## config.mk

```make
export PLATFORM = sky130hd
export DESIGN_NAME = vga_cell_scanner
export DESIGN_NICKNAME = d
export VERILOG_FILES = /design/src/rtl/vga_cell_scanner.sv
export SDC_FILE = /design/constraint.sdc
export NUM_CORES = 1
export LEC_CHECK = 0
export BUFFER_PORTS_ARGS = -buffer_cell sky130_fd_sc_hd__buf_2
export CELL_PAD_IN_SITES_DETAIL_PLACEMENT = 0
export CELL_PAD_IN_SITES_GLOBAL_PLACEMENT = 1
export CORE_AREA = 2 2 92 94
export DETAILED_ROUTE_END_ITERATION = 10
export DIE_AREA = 0 0 94 96
export PLACE_DENSITY_LB_ADDON = 0.1
export SETUP_SLACK_MARGIN = 0.1
export SYNTH_ARGS = -nofsm -noshare
export SYNTH_HDL_FRONTEND = slang
export SYNTH_SLANG_ARGS = --single-unit
```

## constraint.sdc

```tcl
create_clock -name i_clk -period 3.6 [get_ports i_clk]
set_input_delay 0.54 -clock i_clk [delete_from_list [all_inputs] [get_ports i_clk]]
set_output_delay 0.54 -clock i_clk [all_outputs]
set_load 0.02 [all_outputs]
```

## src/rtl/vga_cell_scanner.sv

```systemverilog
// VGA raster generator that also tracks game-cell coordinates incrementally, with no divider.
// Sync and data-enable go through a short delay line so they stay aligned with downstream ROM/mixer latency.
module vga_cell_scanner #(
    parameter int H_ACTIVE   = 640,
    parameter int H_FP       = 16,
    parameter int H_SYNC     = 96,
    parameter int H_BP       = 48,
    parameter int V_ACTIVE   = 480,
    parameter int V_FP       = 10,
    parameter int V_SYNC     = 2,
    parameter int V_BP       = 33,
    parameter int CELL       = 10,
    parameter int SYNC_DELAY = 2
) (
    input  logic       i_clk,
    input  logic       i_rst_n,
    input  logic       i_pix_en,
    output logic [6:0] o_game_x,
    output logic [6:0] o_game_y,
    output logic [3:0] o_grid_x,
    output logic [3:0] o_grid_y,
    output logic       o_active,
    output logic       o_hsync_n,
    output logic       o_vsync_n,
    output logic       o_de,
    output logic       o_frame_start,
    output logic       o_vblank_start
);

    localparam int H_TOTAL = H_ACTIVE + H_FP + H_SYNC + H_BP;
    localparam int V_TOTAL = V_ACTIVE + V_FP + V_SYNC + V_BP;

    localparam logic [9:0] H_LAST   = 10'(H_TOTAL - 1);
    localparam logic [9:0] V_LAST   = 10'(V_TOTAL - 1);
    localparam logic [9:0] H_ACT    = 10'(H_ACTIVE);
    localparam logic [9:0] V_ACT    = 10'(V_ACTIVE);
    localparam logic [9:0] HS_START = 10'(H_ACTIVE + H_FP);
    localparam logic [9:0] HS_END   = 10'(H_ACTIVE + H_FP + H_SYNC);
    localparam logic [9:0] VS_START = 10'(V_ACTIVE + V_FP);
    localparam logic [9:0] VS_END   = 10'(V_ACTIVE + V_FP + V_SYNC);
    localparam logic [3:0] CELL_LAST = 4'(CELL - 1);

    logic [9:0] h_q, h_d, v_q, v_d;
    logic [9:0] h_nxt, v_nxt;
    logic       h_wrap;
    logic [6:0] game_x_q, game_x_d, game_y_q, game_y_d;
    logic [3:0] grid_x_q, grid_x_d, grid_y_q, grid_y_d;
    logic       active_q, active_d;
    logic       hs_q, hs_d, vs_q, vs_d;
    logic       frame_start_q, frame_start_d;
    logic       vblank_start_q, vblank_start_d;

    // Everything is decoded from the position we are about to enter, so each output is registered.
    always_comb begin
        h_wrap = (h_q == H_LAST);
        h_nxt  = h_wrap ? 10'd0 : h_q + 10'd1;
        v_nxt  = v_q;
        if (h_wrap) begin
            v_nxt = (v_q == V_LAST) ? 10'd0 : v_q + 10'd1;
        end

        h_d            = h_q;
        v_d            = v_q;
        game_x_d       = game_x_q;
        grid_x_d       = grid_x_q;
        game_y_d       = game_y_q;
        grid_y_d       = grid_y_q;
        active_d       = active_q;
        hs_d           = hs_q;
        vs_d           = vs_q;
        frame_start_d  = frame_start_q;
        vblank_start_d = vblank_start_q;

        if (i_pix_en) begin
            h_d = h_nxt;
            v_d = v_nxt;

            if (h_nxt != 10'd0 && h_nxt < H_ACT) begin
                if (grid_x_q == CELL_LAST) begin
                    grid_x_d = 4'd0;
                    game_x_d = game_x_q + 7'd1;
                end else begin
                    grid_x_d = grid_x_q + 4'd1;
                end
            end else begin
                grid_x_d = 4'd0;
                game_x_d = 7'd0;
            end

            // Rows step only at the line wrap; blank lines park the y coordinates at zero.
            if (h_wrap) begin
                if (v_nxt != 10'd0 && v_nxt < V_ACT) begin
                    if (grid_y_q == CELL_LAST) begin
                        grid_y_d = 4'd0;
                        game_y_d = game_y_q + 7'd1;
                    end else begin
                        grid_y_d = grid_y_q + 4'd1;
                    end
                end else begin
                    grid_y_d = 4'd0;
                    game_y_d = 7'd0;
                end
            end

            active_d       = (h_nxt < H_ACT) && (v_nxt < V_ACT);
            hs_d           = !((h_nxt >= HS_START) && (h_nxt < HS_END));
            vs_d           = !((v_nxt >= VS_START) && (v_nxt < VS_END));
            frame_start_d  = (h_nxt == 10'd0) && (v_nxt == 10'd0);
            vblank_start_d = (h_nxt == 10'd0) && (v_nxt == V_ACT);
        end
    end

    // Reset parks the raster on the last pixel so the first strobe lands on (0,0).
    always_ff @(posedge i_clk or negedge i_rst_n) begin
        if (!i_rst_n) begin
            h_q            <= H_LAST;
            v_q            <= V_LAST;
            game_x_q       <= 7'd0;
            grid_x_q       <= 4'd0;
            game_y_q       <= 7'd0;
            grid_y_q       <= 4'd0;
            active_q       <= 1'b0;
            hs_q           <= 1'b1;
            vs_q           <= 1'b1;
            frame_start_q  <= 1'b0;
            vblank_start_q <= 1'b0;
        end else begin
            h_q            <= h_d;
            v_q            <= v_d;
            game_x_q       <= game_x_d;
            grid_x_q       <= grid_x_d;
            game_y_q       <= game_y_d;
            grid_y_q       <= grid_y_d;
            active_q       <= active_d;
            hs_q           <= hs_d;
            vs_q           <= vs_d;
            frame_start_q  <= frame_start_d;
            vblank_start_q <= vblank_start_d;
        end
    end

    assign o_game_x       = game_x_q;
    assign o_game_y       = game_y_q;
    assign o_grid_x       = grid_x_q;
    assign o_grid_y       = grid_y_q;
    assign o_active       = active_q;
    assign o_frame_start  = frame_start_q;
    assign o_vblank_start = vblank_start_q;

    generate
        if (SYNC_DELAY == 0) begin : g_no_delay
            assign o_hsync_n = hs_q;
            assign o_vsync_n = vs_q;
            assign o_de      = active_q;
        end else begin : g_delay
            // Each stage holds {hs_n, vs_n, de}; the blank pattern is 3'b110.
            logic [2:0] dly_q [SYNC_DELAY];
            logic [2:0] dly_d [SYNC_DELAY];

            always_comb begin
                for (int i = 0; i < SYNC_DELAY; i++) begin
                    dly_d[i] = dly_q[i];
                end
                if (i_pix_en) begin
                    dly_d[0] = {hs_q, vs_q, active_q};
                    for (int i = 1; i < SYNC_DELAY; i++) begin
                        dly_d[i] = dly_q[i-1];
                    end
                end
            end

            always_ff @(posedge i_clk or negedge i_rst_n) begin
                if (!i_rst_n) begin
                    for (int i = 0; i < SYNC_DELAY; i++) begin
                        dly_q[i] <= 3'b110;
                    end
                end else begin
                    for (int i = 0; i < SYNC_DELAY; i++) begin
                        dly_q[i] <= dly_d[i];
                    end
                end
            end

            assign o_hsync_n = dly_q[SYNC_DELAY-1][2];
            assign o_vsync_n = dly_q[SYNC_DELAY-1][1];
            assign o_de      = dly_q[SYNC_DELAY-1][0];
        end
    endgenerate

endmodule

```

Word level (Yosys, flattened, before mapping)

Index checks and enable logic that the tools add are counted.
Widths: inputs -> output; s select.

Register bits: 53
Bits of input ports: 3
Output and inout port bits: 28
Logic and storage cells: 59

Add/sub/neg operators: 6
Magnitude comparators: 6
Equal/unequal tests: 7
Mux-type cells: 11
Reductions and logical operators: 16

Operators by type and width:

| cell                  | number |
|---|---|
| $mux 10               | 3 |
| $mux 7                | 4 |
| $add 10x1->10 const B | 2 |
| $eq 10x10->1 const B  | 2 |
| $logic_not 10->1      | 2 |
| $lt 10x10->1 const B  | 2 |
| $lt 10x9->1 const B   | 2 |
| $reduce_bool 10->1    | 2 |
| $mux 4                | 4 |
| $add 7x1->7 const B   | 2 |
| $eq 10x9->1 const B   | 1 |
| $ge 10x10->1 const B  | 1 |
| $ge 10x9->1 const B   | 1 |
| $add 4x1->4 const B   | 2 |
| $eq 4x4->1 const B    | 2 |
| $logic_and 1x1->1     | 7 |
| $ne 2x1->1 const B    | 2 |
| $reduce_and 2->1      | 2 |
| $reduce_and 3->1      | 1 |
| $logic_not 1->1       | 2 |

Longest topological paths before layout

Gate-level depths: netlist of the first run.

Depth after elaboration: 7
Mapped depth: 11
Depth with buffers taken out: 9

Worst setup path after synthesis of the first run

No wires, ideal clock.

Path kind: register -> register
From: reg h_q[0]
To: reg game_y_q[5], in the netlist o_game_y[5]
Setup time: 126 ps
Arrival time: 2822 ps
Data required time: 3474 ps
Slack: 652 ps
Stages on the path, launching flop included: 10
Buffers on the path: 1
Clock period less this slack: 2948 ps
Cells stage by stage: dfstp_2 -> ha_1 -> nand4_1 -> nor4_4 -> mux2i_1 -> a31oi_1 -> a2111oi_2 -> or2_1 -> buf_6 -> o21ai_0

Cells in the longest elaborated chain, start to end: 6
Elaborated cells between the ends (all ways): 8
Classes of those cells: 1 x order compare; 2 x eq/ne; 2 x mux; 3 x reduce/logical

RTL lines:

| item                                              | RTL line | source |
|---|---|---|
| from (decl)                                       | 43       | `logic [9:0] h_q, h_d, v_q, v_d;` |
| from (signal assigned)                            | 116      | `h_q <= H_LAST;` |
| from (signal assigned)                            | 128      | `h_q <= h_d;` |
| $eq 10x10->1 (*)                                  | 55       | `h_wrap = (h_q == H_LAST);` |
| $mux 10                                           | 58       | `if (h_wrap) begin` |
| $lt 10x9->1 or $reduce_bool 10->1 (tied branches) | 92       | `if (v_nxt != 10'd0 && v_nxt < V_ACT) begin` |
| $logic_and 1x1->1                                 | 92       |  |
| $ne 2x1->1 (no line)                              | --       |  |
| $reduce_and 3->1 (no line)                        | --       |  |
| to (signal assigned)                              | 132      | `game_y_q <= game_y_d;` |
| to (decl)                                         | 46       | `logic [6:0] game_x_q, game_x_d, game_y_q, game_y_d;` |

Every way passes the cells marked *; elsewhere a longest branch is shown, timed or not.
A chain may end at the register's enable or synchronous reset.

Worst setup path in the final report of the first run

From: reg h_q[5]
To: reg game_y_q[6], in the netlist o_game_y[6]

Same word-level chain as after synthesis.

==> metrics.log, run 1 <==
[metrics] via count of the first global-routing pass: around 2500
[metrics] Routability Congestion: about 0.8
[metrics] portion of the clock cycle consumed by the worst path in the final layout: 0.853
[metrics] number of diodes: 0
[metrics] GRT Residual Overflow: 0
[metrics] crit path time final: between 3 and 4 ns
[metrics] TritonRoute pass-1 iters: 4
[metrics] synth unique cells: 65
[metrics] Slowest-stage cell, CP: sky130_fd_sc_hd__or4b_4
[metrics] die boundary height: roughly 96 um
[metrics] non-filler cells in the finished layout: between 400 and 500
[metrics] post-detailed-route via-to-cell ratio: about 5.5
[metrics] flip-flop cell with the highest count after synthesis: sky130_fd_sc_hd__dfrtp_1
[metrics] global-route wire length before repair: 12800 um
[metrics] layout net count: around 400
[metrics] most frequent standard cell in the layout excluding fill and tap cells: sky130_fd_sc_hd__nand2_1
[metrics] number of buffers created by CTS: 5
[metrics] Slew @ Worst Pin: between 0.8 and 0.9 ns
[metrics] most prevalent standard cell on the critical path: sky130_fd_sc_hd__or2_1
[metrics] stage delay of the slowest cell on the critical path: ~0.7 ns
[metrics] fin util: 0.457
[metrics] number of standard-cell rows in the floorplan: 33
[metrics] number of synthesized flops with an enable pin: 0
[metrics] pin count of the biggest net entering global routing: 35
[metrics] count of pins on the block boundary: 31
[metrics] count of endpoints failing hold in the final timing report: 0
[metrics] Power Dens Cells: between 400 and 500 nW/um2
[metrics] count of max-cap constraint violations: 0
[metrics] number of sinks driven by the clock tree: 53
[metrics] category of the worst setup path launch point: flip-flop
[metrics] total vias in the final route: ~2700
[metrics] growth of design area from synthesis to finish: 7.37%
[metrics] HPWL Detailed: between 5000 and 6000 um
[metrics] core area: about 8100 um2
[metrics] Post-Synthesis Mean Instance Area: 9.49 um2
[metrics] root buf cell: sky130_fd_sc_hd__clkbuf_8
[metrics] portion of the post-synthesis area used by sequential elements: 0.393
[metrics] worst path arrival time: 3.26 ns
[metrics] iteration-0 DRC count of the detailed router: 86
[metrics] gate count of the mapped netlist: 361
[metrics] combined buffer and inverter count along the critical path: 0
[metrics] Die Width: around 94 um
[metrics] HP Class: input pin to asynchronous set/reset pin
[metrics] post-synth top area share: 0.270
[metrics] count of port buffers added during placement: 30
[metrics] register clock-pin slew on the reported worst setup and hold paths: 0.11 ns
[metrics] Die Area: 9020 um2
[metrics] effective utilization at floorplan: 0.426
[metrics] sum of routed wire length over all layers: 7610 um
[metrics] number of buffers inserted to repair setup after CTS: 0
[metrics] largest clock skew in the final design: about 0.0070 ns
[metrics] DRC violations left: 0
[metrics] Fin Setup TNS: 0 ns
[metrics] IR drop worst, VDD: approximately 140 uV
[metrics] number of nets in the synthesized netlist: 374
[metrics] Fmax: ~0.33 GHz
[metrics] remaining antenna violation count after routing: 0
[metrics] antenna violations before repair: 0
[metrics] CP top delay family: simple AND/OR/NAND/NOR gates
[metrics] total instance count after detailed placement: roughly 480
[metrics] Finish-stage setup viols: 0
[metrics] unrepaired setup endpoints after global routing: no
[metrics] Clock Latency Late Sink: between 0.3 and 0.4 ns
[metrics] share of cells above drive strength 1: 0.234
[metrics] critical path capture point type: flip-flop
[metrics] H-tree depth reported by CTS: 2
[metrics] CTS tree: built
[metrics] flop-to-flop setup slack: about 0.53 ns
[metrics] worst path cell trace: or4b_4 > nor4_1 > xor2_1 > nor4b_2 > or2_1 > or2_1 > o21ai_0
[metrics] post-synthesis instance area: between 3000 and 4000 um2
[metrics] post-route total power: between 0.0015 and 0.002 W
[metrics] run status: completed
[metrics] yosys warns: 0
[metrics] most used cells in the layout excluding fill and tap cells: 50 x sky130_fd_sc_hd__nand2_1, 37 x sky130_fd_sc_hd__dfrtp_1, 30 x sky130_fd_sc_hd__buf_2
[metrics] routed len/inst: 15.6 um
[metrics] number of register bits inferred by synthesis: 53
[metrics] CP startpoint: h_q[5]$_DFFE_PN0P_
[metrics] number of hold buffers added after CTS: 0
[metrics] Post-synth ARST share: 1.00
[metrics] maximum buffer depth of the clock tree: 2
[metrics] Leak Pwr: 1.57 nW
[metrics] post-CTS sizing: 0
[metrics] maximum net fanout on the critical path: 13
[metrics] GRT Overall Usage: 0.179
[metrics] origin of the critical flop-to-flop path: h_q[5]$_DFFE_PN0P_
[metrics] type of the worst setup path: flip-flop to flip-flop
[metrics] worst slew margin relative to its limit: 0.464
[metrics] most area-hungry cell type in the Yosys netlist: sky130_fd_sc_hd__dfrtp_1
[metrics] top post-synthesis cells by area: sky130_fd_sc_hd__dfrtp_1 27%, sky130_fd_sc_hd__dfstp_2 12%, sky130_fd_sc_hd__nand2_1 5.5%
[metrics] required time of the worst setup path: 3.79 ns
[metrics] Final Max Tran Viols: 0
==> worst paths after layout <==
check | endpoint | depth (start not counted)
worst min-delay path | v_q[1]$_DFFE_PN0P_ | 1
max in group asynchronous | o_vsync_n$_DFFE_PN1P_ | 2
worst min register to register | hs_q$_DFFE_PN1P_ | 2
worst max-delay path | o_game_y[6]$_DFFE_PN0P_ | 7
min in group i_clk | hs_q$_DFFE_PN1P_ | 2
worst max register to register | o_game_y[6]$_DFFE_PN0P_ | 7
==> kinds of logic after synthesis <==
logic type	count (synthesis)	share of synthesized area
AOI/OAI and AO/OA	74	0.153
xor gates and xnor gates	20	0.0511
DFF	53	0.393
muxes	17	0.0533
and+or+nand+nor	153	0.240
adders and majority gates	10	0.0365
buffers and inverters	34	0.0730
==> layout make-up <==
cell class | instances | area, um2
flip-flops and latches | 53 | 1350
clock inverters | 3 | 43.8
repair buffers | 40 | 225
clock buffers | 5 | 68.8
well taps | 105 | 131
inverters | 9 | 33.8
fillers | 812 | 4370
multi-input cells | 274 | 1830
==> worst register-to-register path, stage by stage, from the launching register on <==
cell and delay, ns:
sky130_fd_sc_hd__dfrtp_1 0.56, sky130_fd_sc_hd__or4b_4 0.70, sky130_fd_sc_hd__nor4_1 0.36, sky130_fd_sc_hd__xor2_1 0.25
sky130_fd_sc_hd__nor4b_2 0.32, sky130_fd_sc_hd__or2_1 0.29, sky130_fd_sc_hd__or2_1 0.34, sky130_fd_sc_hd__o21ai_0 0.15
==> synth_stat cells, types with 3 or more instances <==
master	instances
sky130_fd_sc_hd__a211oi_1	6
sky130_fd_sc_hd__o31ai_1	6
sky130_fd_sc_hd__a31oi_1	7
sky130_fd_sc_hd__mux2i_1	7
sky130_fd_sc_hd__o22ai_1	3
sky130_fd_sc_hd__clkbuf_1	4
sky130_fd_sc_hd__buf_1	4
sky130_fd_sc_hd__nand3_1	27
sky130_fd_sc_hd__nand3b_1	4
sky130_fd_sc_hd__o21ai_0	21
sky130_fd_sc_hd__a21o_1	6
sky130_fd_sc_hd__mux2_2	10
sky130_fd_sc_hd__ha_1	10
sky130_fd_sc_hd__nor3_1	10
sky130_fd_sc_hd__buf_6	11
sky130_fd_sc_hd__or3_1	6
sky130_fd_sc_hd__nand2_1	50
sky130_fd_sc_hd__and2_1	3
sky130_fd_sc_hd__inv_1	9
sky130_fd_sc_hd__nand4_1	9
sky130_fd_sc_hd__xnor2_1	18
sky130_fd_sc_hd__dfrtp_1	37
sky130_fd_sc_hd__and3_1	3
sky130_fd_sc_hd__dfstp_2	16
sky130_fd_sc_hd__a21oi_1	7
sky130_fd_sc_hd__nor2_1	17
==> metal layers <==
metal  part of all wire  track usage  vias up
li1                   -            -     1351
met1               0.49        0.260     1298
met2               0.47        0.285       54
met3              0.026       0.0266        8
met4             0.0099       0.0411        0
met5                  0            0        -
==> flip-flops by register name, summed over array words and instances, names as in the netlist <==
register and flops:
h_q 10, o_game_y 7, g_delay.dly_q 3, vs_q 1
o_vsync_n 1, hs_q 1, o_game_x 7, o_grid_y 4
o_vblank_start 1, o_active 1, o_hsync_n 1, o_grid_x 4
o_de 1, v_q 10, o_frame_start 1
==> metrics by stage <==
stage	hold WS [ns]	instance area, um2	setup WS (ns)
after detailed placement	0.482	3550	0.412
after floorplan	0.244	3430	0.652
after global placement	0.481	3550	0.476
final	0.305	3680	0.528
after global routing	0.358	3680	0.250
after CTS	0.334	3660	0.395
==> power by group <==
group          switching, W  internal [W]  leakage [nW]  total [W]
logic              0.000190      0.000151         0.864   0.000341
registers          0.000111      0.000679         0.645   0.000789
clock network      0.000225      0.000209        0.0585   0.000434
Power figures use the tool's default switching activity.
==> run 2, diff against run 1 <==
--- a/config.mk
+++ b/config.mk
@@ -11,7 +11,7 @@
 export CORE_AREA = 2 2 92 94
 export DETAILED_ROUTE_END_ITERATION = 10
 export DIE_AREA = 0 0 94 96
-export PLACE_DENSITY_LB_ADDON = 0.1
+export PLACE_DENSITY = 0.77
 export SETUP_SLACK_MARGIN = 0.1
 export SYNTH_ARGS = -nofsm -noshare
 export SYNTH_HDL_FRONTEND = slang
==> metrics.log, run 2 (synthesis gave the netlist of run 1 again) <==
[metrics] share of cells above drive strength 1: 0.230
[metrics] non-filler cells in the finished layout: 487
[metrics] number of buffers created by CTS: 5
[metrics] met2 routing resource usage after global routing: 0.271
[metrics] Power Dens Cells: ~430 nW/um2
[metrics] core area: 8050 um2
[metrics] via count of the first global-routing pass: between 2000 and 3000
[metrics] GRT Overall Usage: 0.173
[metrics] root buf cell: sky130_fd_sc_hd__clkbuf_8
[metrics] GRT Residual Overflow: 0
[metrics] sum of routed wire length over all layers: around 7300 um
[metrics] count of port buffers added during placement: 30
[metrics] worst slew margin relative to its limit: 0.439
[metrics] critical path capture point type: flip-flop
[metrics] Leak Pwr: 1.56 nW
[metrics] number of buffers inserted to repair setup after CTS: 0
[metrics] HP Class: input pin to asynchronous set/reset pin
[metrics] number of diodes: 0
[metrics] largest clock skew in the final design: 0.00511 ns
[metrics] Die Width: roughly 94 um
[metrics] Fin Setup TNS: 0 ns
[metrics] effective utilization at floorplan: 0.426
[metrics] remaining antenna violation count after routing: 0
[metrics] antenna violations before repair: 0
[metrics] type of the worst setup path: flip-flop to flip-flop
[metrics] routed len/inst: between 15 and 20 um
[metrics] required time of the worst setup path: 3.79 ns
[metrics] post-CTS sizing: 0
[metrics] Post-DP Area: roughly 3600 um2
[metrics] unrepaired setup endpoints after global routing: no
[metrics] growth of design area from synthesis to finish: 7.05%
[metrics] met1 layer usage reported by global route: 0.253
[metrics] HPWL Detailed: roughly 5300 um
[metrics] cell area after layout: 3670 um2
[metrics] maximum buffer depth of the clock tree: 2
[metrics] iteration-0 DRC count of the detailed router: about 110
[metrics] Fmax: about 0.31 GHz
[metrics] global-route wire length before repair: roughly 13000 um
[metrics] TritonRoute pass-1 iters: 4
[metrics] fin util: 0.456
[metrics] Final Max Tran Viols: 0
[metrics] total vias in the final route: about 2700
[metrics] layout net count: 394
[metrics] count of pins on the block boundary: 31
[metrics] IR drop worst, VDD: ~280 uV
[metrics] run status: completed
[metrics] worst path arrival time: between 3 and 4 ns
[metrics] Slew @ Worst Pin: 0.841 ns
[metrics] largest registers in the final layout: h_q x10, v_q x10
[metrics] Die Area: between 9000 and 10000 um2
[metrics] crit path time final: ~3.2 ns
[metrics] number of sinks driven by the clock tree: between 50 and 60
[metrics] number of standard-cell rows in the floorplan: 33
[metrics] register clock-pin slew on the reported worst setup and hold paths: around 0.10 ns
[metrics] total instance count after detailed placement: 479
[metrics] category of the worst setup path launch point: flip-flop
[metrics] most used cells in the layout excluding fill and tap cells: 50 x sky130_fd_sc_hd__nand2_1, 37 x sky130_fd_sc_hd__dfrtp_1, 30 x sky130_fd_sc_hd__buf_2
[metrics] CTS tree: built
[metrics] die boundary height: roughly 96 um
[metrics] pin count of the biggest net entering global routing: 38
[metrics] global-route track usage on met3: 0.0258
[metrics] DRC violations left: 0
[metrics] Clock Latency Late Sink: 0.32 ns
[metrics] count of endpoints failing hold in the final timing report: 0
[metrics] most used routing layer in global routing: met2
[metrics] maximum net fanout on the critical path: 8
[metrics] H-tree depth reported by CTS: 2
[metrics] portion of the clock cycle consumed by the worst path in the final layout: 0.902
[metrics] number of hold buffers added after CTS: 0
[metrics] most frequent standard cell in the layout excluding fill and tap cells: sky130_fd_sc_hd__nand2_1
[metrics] number of cell instances on the worst register-to-register path: 8
[metrics] post-detailed-route via-to-cell ratio: approximately 5.6
[metrics] count of max-cap constraint violations: 0
[metrics] Routability Congestion: approximately 0.8
[metrics] Finish-stage setup viols: 0
run 2: power by group:
group	internal (W)	switching (W)	total (W)
clock network	0.000213	0.000223	0.000436
logic	0.000147	0.000189	0.000335
registers	0.000679	0.000110	0.000789
total	0.00104	0.000522	0.00156
run 2: cell type report:
cell class	instances	area (um2)
clock inverters	3	47.5
repair buffers	38	210
inverters	9	33.8
well taps	105	131
clock buffers	5	68.8
flip-flops and latches	53	1350
multi-input cells	274	1830
fillers	805	4380
run 2: final timing paths:
check | endpoint | start | slack, ns
min in group i_clk | hs_q$_DFFE_PN1P_ | hs_q$_DFFE_PN1P_ | 0.50
hold reg to reg | hs_q$_DFFE_PN1P_ | hs_q$_DFFE_PN1P_ | 0.50
setup reg to reg | o_grid_y[2]$_DFFE_PN0P_ | h_q[0]$_DFFE_PN1P_ | 0.35
hold / removal | o_grid_y[1]$_DFFE_PN0P_ | i_rst_n | 0.31
setup / recovery | o_grid_y[2]$_DFFE_PN0P_ | h_q[0]$_DFFE_PN1P_ | 0.35
max in group asynchronous | h_q[2]$_DFFE_PN1P_ | i_rst_n | 2.48
run 2: critical path, stage by stage, from the launching register on:
cell and delay [ns]:
sky130_fd_sc_hd__dfstp_2 0.59, sky130_fd_sc_hd__ha_1 0.30, sky130_fd_sc_hd__nand4_1 0.42, sky130_fd_sc_hd__nor4_1 0.45
sky130_fd_sc_hd__xor2_1 0.25, sky130_fd_sc_hd__nor4b_2 0.31, sky130_fd_sc_hd__or2_1 0.28, sky130_fd_sc_hd__or2_1 0.35
sky130_fd_sc_hd__o21ai_0 0.17
run 2: through the flow:
| step | power [W] | setup WS [ns] | hold slack (ns) |
|---|---|---|---|
| finish | 0.00156 | 0.353 | 0.311 |
| global route | 0.00166 | 0.141 | 0.380 |
| CTS | 0.00158 | 0.353 | 0.346 |
| detailed placement | 0.00114 | 0.378 | 0.484 |
| global placement | 0.00113 | 0.468 | 0.482 |
| floorplan | 0.00107 | 0.652 | 0.244 |
run 2: metal layers:
metal / up-vias / part of all wire
li1: 1350 / -
met3: 4 / 0.030
met5: - / 0
met1: 1338 / 0.50
met2: 50 / 0.46
met4: 0 / 0.0075
